File: src/rtl/reaction_timer_ctrl.sv
// Reaction-time measurement controller: random pre-stimulus delay, LED stimulus,
// millisecond reaction count, false-start and timeout detection for a 7-segment driver.
module reaction_timer_ctrl #(
    parameter int TICKS_PER_MS = 10000,
    parameter int MIN_DELAY_MS = 1000,
    parameter int DELAY_MASK   = 2047,
    parameter int MAX_MS       = 9999
) (
    input  logic        clk,
    input  logic        reset,
    input  logic        btn,
    output logic        led,
    output logic [13:0] value,
    output logic        show_error,
    output logic        result_valid,
    output logic        busy
);

    localparam int          PW     = (TICKS_PER_MS > 1) ? $clog2(TICKS_PER_MS) : 1;
    localparam logic [13:0] MIN_D  = 14'(MIN_DELAY_MS);
    localparam logic [11:0] MASK12 = 12'(DELAY_MASK);
    localparam logic [13:0] MAX_C  = 14'(MAX_MS);

    typedef enum logic [2:0] {IDLE, DELAY, REACT, RESULT, ERROR} state_t;

    state_t        state, state_next;
    logic          s1, s2, s3;
    logic          press;
    logic [15:0]   lfsr;
    logic [PW-1:0] prescaler;
    logic          tick;
    logic [13:0]   dly, dly_next, dly_load;
    logic [13:0]   cnt, cnt_next;
    logic [13:0]   value_next;
    logic          valid_next;

    // s1/s2 resolve metastability on the raw button; s3 gives the rising-edge detect.
    assign press    = s2 & ~s3;
    assign tick     = (prescaler == PW'(TICKS_PER_MS - 1));
    assign dly_load = MIN_D + 14'(lfsr[11:0] & MASK12);

    always_comb begin
        // NOTE: every signal gets a default before the case so no path leaves it unassigned (no latches).
        state_next = state;
        dly_next   = dly;
        cnt_next   = cnt;
        value_next = value;
        valid_next = 1'b0;
        case (state)
            IDLE: begin
                if (press) begin
                    state_next = DELAY;
                    dly_next   = dly_load;
                end
            end
            DELAY: begin
                // A press on the final tick is still a false start.
                if (press) begin
                    state_next = ERROR;
                    value_next = '0;
                end else if (tick) begin
                    if (dly <= 14'd1) begin
                        state_next = REACT;
                        cnt_next   = '0;
                    end else begin
                        dly_next = dly - 14'd1;
                    end
                end
            end
            REACT: begin
                // Timeout wins over a press landing on the same tick.
                if (tick && (cnt == MAX_C - 14'd1)) begin
                    state_next = ERROR;
                    value_next = '0;
                end else if (press) begin
                    state_next = RESULT;
                    value_next = cnt;
                    valid_next = 1'b1;
                end else if (tick) begin
                    cnt_next = cnt + 14'd1;
                end
            end
            RESULT, ERROR: begin
                if (press) begin
                    state_next = DELAY;
                    dly_next   = dly_load;
                end
            end
            default: state_next = IDLE;
        endcase
    end

    always_ff @(posedge clk or posedge reset) begin
        if (reset) begin
            state        <= IDLE;
            s1           <= 1'b0;
            s2           <= 1'b0;
            s3           <= 1'b0;
            lfsr         <= 16'hACE1;
            prescaler    <= '0;
            dly          <= '0;
            cnt          <= '0;
            value        <= '0;
            led          <= 1'b0;
            show_error   <= 1'b0;
            result_valid <= 1'b0;
            busy         <= 1'b0;
        end else begin
            // NOTE: non-blocking assignments so every flop samples pre-edge values.
            s1    <= btn;
            s2    <= s1;
            s3    <= s2;
            lfsr  <= {1'b0, lfsr[15:1]} ^ (lfsr[0] ? 16'hB400 : 16'h0000);
            state <= state_next;
            if (state_next != state || tick)
                prescaler <= '0;
            else
                prescaler <= prescaler + PW'(1);
            dly          <= dly_next;
            cnt          <= cnt_next;
            value        <= value_next;
            result_valid <= valid_next;
            // Outputs decoded from the next state so they are registered yet aligned with it.
            led          <= (state_next == REACT);
            show_error   <= (state_next == ERROR);
            busy         <= (state_next == DELAY) || (state_next == REACT);
        end
    end

endmodule

File: config.mk
export PLATFORM = sky130hd
export DESIGN_NAME = reaction_timer_ctrl
export DESIGN_NICKNAME = d
export VERILOG_FILES = /design/src/rtl/reaction_timer_ctrl.sv
export SDC_FILE = /design/constraint.sdc
export NUM_CORES = 1
export LEC_CHECK = 0
export ABC_AREA = 1
export CAP_MARGIN = 30
export CORE_MARGIN = 4
export CORE_UTILIZATION = 30
export CTS_BUF_LIST = sky130_fd_sc_hd__clkbuf_8
export DETAILED_ROUTE_END_ITERATION = 6
export PLACE_DENSITY = 0.52
export SLEW_MARGIN = 20
export SYNTH_ARGS = -nofsm -noshare
export SYNTH_HDL_FRONTEND = slang
export SYNTH_SLANG_ARGS = --single-unit
export TNS_END_PERCENT = 30
File: constraint.sdc
create_clock -name clk -period 5.4 [get_ports clk]
set_clock_uncertainty 0.2 [all_clocks]
set_input_delay 1.08 -clock clk [delete_from_list [all_inputs] [get_ports clk]]
set_output_delay 1.08 -clock clk [all_outputs]
set_load 0.02 [all_outputs]
## Yosys cells after proc, flatten, opt, wreduce, memory -nomap -nowiden

Cells that the tools add are included.

| storage, ports and cells | value |
|---|---|
| output and inout bits | 18 |
| word-level logic and storage cells | 79 |
| register bits after elaboration | 82 |

| operators by class | value |
|---|---|
| $lt $le $gt $ge | 1 |
| multiplexer cells | 28 |
| add/subtract/negate cells | 4 |
| reduce and logical (&&, ||, !) cells | 10 |
| equal/unequal tests | 20 |
| bitwise gates (word level) | 3 |

Operators with widths:

| operator | number |
|---|---|
| $mux W14 | 14 |
| $pmux W14 S2 | 3 |
| $add A14 B1 Y14 const B | 2 |
| $eq A14 B14 Y1 const B | 2 |
| $mux W3 | 6 |
| $mux W16 | 1 |
| $ne A2 B2 Y1 const B | 8 |
| $xor A15 B16 Y16 | 1 |
| $le A14 B1 Y1 const B | 1 |
| $sub A14 B1 Y14 const B | 1 |
| $add A10 B11 Y12 const A | 1 |
| $eq A3 B2 Y1 const B | 3 |
| $pmux W3 S3 | 1 |
| $reduce_and A7 Y1 | 1 |
| $eq A3 B1 Y1 const B | 2 |
| $eq A3 B3 Y1 const B | 2 |
| $reduce_and A5 Y1 | 1 |
| $reduce_bool A2 Y1 | 2 |
| $logic_not A3 Y1 | 1 |
| $mux W1 | 3 |
| $ne A3 B3 Y1 | 1 |
| $ne A3 B3 Y1 const B | 1 |
| $reduce_and A3 Y1 | 1 |
| $reduce_or A3 Y1 | 1 |
| other kinds (5) | 6 |

## Depth between registers and ports, before layout

| depth | value |
|---|---|
| word-level depth | 8 |
| depth in mapped cells | 14 |
| mapped depth without buffers | 13 |

## Worst setup path after synthesis

Ideal clock, no wire load.

| timing path | value |
|---|---|
| path kind | reg2reg |
| from | reg dly[0] |
| to | reg dly[7] |
| path buffers | 1 |
| cell stages (with the launch flop) | 13 |
| clock period less this slack | 1.987 ns |
| arrival time | 1.663 ns |
| path slack | 3.413 ns |
| cell sequence | dfrtp_1 > inv_1 > ha_1 > nand2_1 > nor2_2 > nor2_1 > nor2_1 > o21ai_0 > nand2_1 > inv_2 > buf_2 > o211ai_1 > nand2_1 |

| between the ends | value |
|---|---|
| longest elaborated chain between the ends | 5 |
| elaborated cells between the ends (all ways) | 8 |
| classes of those cells | add/sub: 1; order compare: 1; eq/ne: 1; mux: 4; reduce/logical: 1 |

Ends and longest elaborated chain:

| item | RTL line | text |
|---|---|---|
| start, declared | 32 | `logic [13:0] dly, dly_next, dly_load;` |
| start signal, assigned | 119 | `dly <= dly_next;` |
| $sub A14 B1 Y14 | 66 | `dly_next = dly - 14'd1;` |
| $mux W14 | 62 | `if (dly <= 14'd1) begin` |
| $mux W14 | 61 | `end else if (tick) begin` |
| $mux W14 | 58 | `if (press) begin` |
| $pmux W14 S2 | 49 | `case (state)` |

Parallel ways exist; a longest one is shown, timed or not. The select of a mux whose other input is x is not followed.
A chain may end at the register's enable or synchronous reset.

## Final worst setup path

| timing path | value |
|---|---|
| from | reg state[0] |
| to | reg cnt[9] |

| between the ends | value |
|---|---|
| longest elaborated chain between the ends | 3 |
| elaborated cells between the ends (all ways) | 11 |
| classes of those cells | eq/ne: 8; mux: 1; reduce/logical: 2 |

Ends and longest elaborated chain:

| item | RTL line | text |
|---|---|---|
| start, declared | 26 | `state_t state, state_next;` |
| start signal, assigned | 114 | `state <= state_next;` |
| $eq A3 B2 Y1 / $eq A3 B1 Y1 (equally long branches) | 49 |  |
| $ne A2 B2 Y1 (no source line) / $reduce_bool A2 Y1 (equally long branches) | -- |  |
| $reduce_and A7 Y1 (no source line) | -- |  |
| end signal, assigned | 120 | `cnt <= cnt_next;` |
| end, declared | 33 | `logic [13:0] cnt, cnt_next;` |

Parallel ways exist; a longest one is shown, timed or not.

==> results.json <==
{
  "outcome": "finished clean",
  "cts_setup_buffers": 0,
  "die_x_um": 128,
  "hold_depth": 0,
  "antenna_found_initial": 0,
  "vdd_drop_max_uv": 198,
  "period_share": 0.530,
  "grt_pass1_wl_mm": 16.3,
  "setup_viol": 0,
  "arrival_ps": 2910,
  "synth_top_cell_by_area": "dfrtp_1",
  "synthFlopType": "dfrtp_1",
  "p_per_area_mw_per_mm2": 366,
  "fp.coreArea_sq_mm": 0.0139,
  "worstSkewPairLatency_ps": 360,
  "grt_max_degree": 33,
  "ff2ff_setup_slack_ps": 2540,
  "vias": 3426,
  "die_h_um": 128,
  "dp_hpwl_mm": 6.86,
  "clockBufferDepth": 2,
  "cts_resized": 0,
  "via_per_inst": 4.67,
  "ys_types": 35,
  "grt_overflow": 0,
  "dp.cells": 718,
  "finalMaxSlewViolations": 0,
  "placed_area_sq_mm": 0.00469,
  "fillers": 1432,
  "cp.required_ps": 5450,
  "synthCells": 527,
  "netlist.area_leader.share": 0.431,
  "track_usage": 0.123,
  "relSlewSlack": 0.512,
  "cts.htree.levels": 3,
  "cts.sinks": 82,
  "yosys_warnings": 0,
  "syn2layout_area_growth_pct": 13.8,
  "design_area_sq_mm": 0.00490,
  "initial_utilization": 0.309,
  "tritoncts": "yes",
  "maxCapViolCount": 0,
  "period_minus_slack_ps": 2860,
  "nets": 558,
  "drc": 0,
  "drt_pass1_iterations": 5,
  "rows": 43,
  "holdBufCountCts": 0,
  "synthesis.nets": 536,
  "synthArstFlopShare": 1.00,
  "synthTopCellsByArea": "dfrtp_1, nand2_1, nor2_1",
  "crit_fanout": 14,
  "hold_violations": 0,
  "hp-start": "s1",
  "syn_avg_cell_area_sq_um": 8.16,
  "io_pins": 21,
  "hold_path.class": "reg2reg",
  "routedWlPerCell_um": 12.8,
  "cp-endpoint": "cnt[9]",
  "grt_pass1_vias": 3444,
  "ys_ff_latch": 82,
  "fmax_mhz": 349,
  "dieArea_sq_mm": 0.0163,
  "first_iter_violations": 220,
  "finalWirelength_mm": 9.37,
  "worst_slew_pin_slew_ps": 730,
  "io_buffers": 20,
  "antennaDiodeCount": 0,
  "totalPowerFinal_mw": 1.79,
  "clk_pin_slew_worst_paths_ps": 80,
  "syn-cell-area_sq_mm": 0.00430,
  "stdcell_count": 734,
  "startpoint_type": "flop",
  "p_leak_nw": 2.22,
  "cp-startpoint": "state[0]",
  "synth_edf_count": 0,
  "cts_buffers": 9,
  "yosysSeqAreaShare": 0.479,
  "rr_startpoint": "state[0]",
  "cts_root_buffer": "clkbuf_8",
  "rsz0062_at_grt": "no",
  "drtAntennaViolNets": 0,
  "r2r-end": "cnt[9]",
  "tns_ps": 0,
  "criticalPathCategory": "reg2reg",
  "crit_path_end_kind": "flop",
  "ff2ff_path_depth": 9,
  "whs_ps": 160,
  "drive_gt1_frac": 0.121,
  "gp_congestion": 0.879
}
## area by class of cell
class	instances	area (sq um)	area share
flip-flops and latches	82	2060	0.421
multi-input cells	370	1940	0.395
clock inverters	5	52.6	0.0107
inverters	64	241	0.0493
well taps	180	225	0.0460
clock buffers	11	151	0.0309
repair buffers	22	228	0.0465
## worst max-delay path, cell delays in order, from the launching register on
cell,delay [ps]
dfrtp_1,460
inv_1,90
nand3_1,420
inv_1,190
nand2_1,110
nand2_1,50
nor2_1,550
nand2_1,450
nand2_1,170
nand2_1,70
## registers in the layout (all words and copies together) (netlist names)
register,count
lfsr,16
show_error,1
dly,14
value,14
led,1
state,3
s2,1
s3,1
busy,1
s1,1
cnt,14
result_valid,1
prescaler,14
## synthesized netlist by cell type, types with 4 or more instances
cell type,number
dfstp_2,8
nand3_2,4
a32o_1,7
nor3_1,8
xor2_1,25
a21oi_1,12
o21ai_0,30
nand3_1,43
inv_2,11
dfrtp_1,74
a31oi_1,4
nor2_2,17
ha_1,6
nand2_1,113
buf_2,5
o21ai_1,8
nand4_1,10
nor2_1,61
inv_1,53
## logic make-up (layout without fill, tap and decap cells)
logic type | count (synthesis) | count (layout) | share of synthesized area
AOI/OAI and AO/OA | 68 | 68 | 0.0931
buffers and inverters | 75 | 102 | 0.0704
DFF | 82 | 82 | 0.479
adders and majority gates | 6 | 6 | 0.0175
xor gates and xnor gates | 28 | 28 | 0.0570
and+or+nand+nor | 268 | 268 | 0.283
## metal layers
metal / global-route usage / share of wire
met5: 0 / 0
met4: 0.0312 / 0.0063
met3: 0.0313 / 0.046
met2: 0.203 / 0.48
met1: 0.162 / 0.47
## worst min-delay path by stage
stage,to,slack [ps]
after CTS,s2,170
after floorplan,s2,130
after global routing,lfsr[6],180
after detailed placement,lfsr[11],140
after global placement,s2,140
final,s2,160
## metrics by stage
| step | setup slack, ps | utilization |
|---|---|---|
| after floorplan | 2020 | - |
| after global placement | 2560 | 0.335 |
| after detailed placement | 2560 | 0.337 |
| after CTS | 2540 | 0.351 |
| after global routing | 2180 | 0.351 |
| final | 2540 | 0.351 |
## power by group
group	switching (mW)	internal, mW
clock	0.222	0.236
combinational	0.417	0.177
sequential	0.0587	0.680
## layout by cell type (no fill, tap or decap), types with 3 or more instances in the layout
cell / count
o21ai_1: 8
inv_2: 11
nor2_2: 17
nand3_1: 43
a31oi_1: 4
xnor2_1: 3
dfstp_2: 8
nor2_4: 3
nand4_1: 10
a32o_1: 7
clkdlybuf4s50_1: 20
a21oi_1: 12
inv_1: 52
nand2_1: 113
xor2_1: 25
dfrtp_1: 74
clkinv_2: 4
nand3_2: 4
o21ai_0: 30
nor2_1: 61
nor3_1: 8
clkbuf_8: 11
ha_1: 6
No activity file was read; power rests on OpenSTA's default activity.
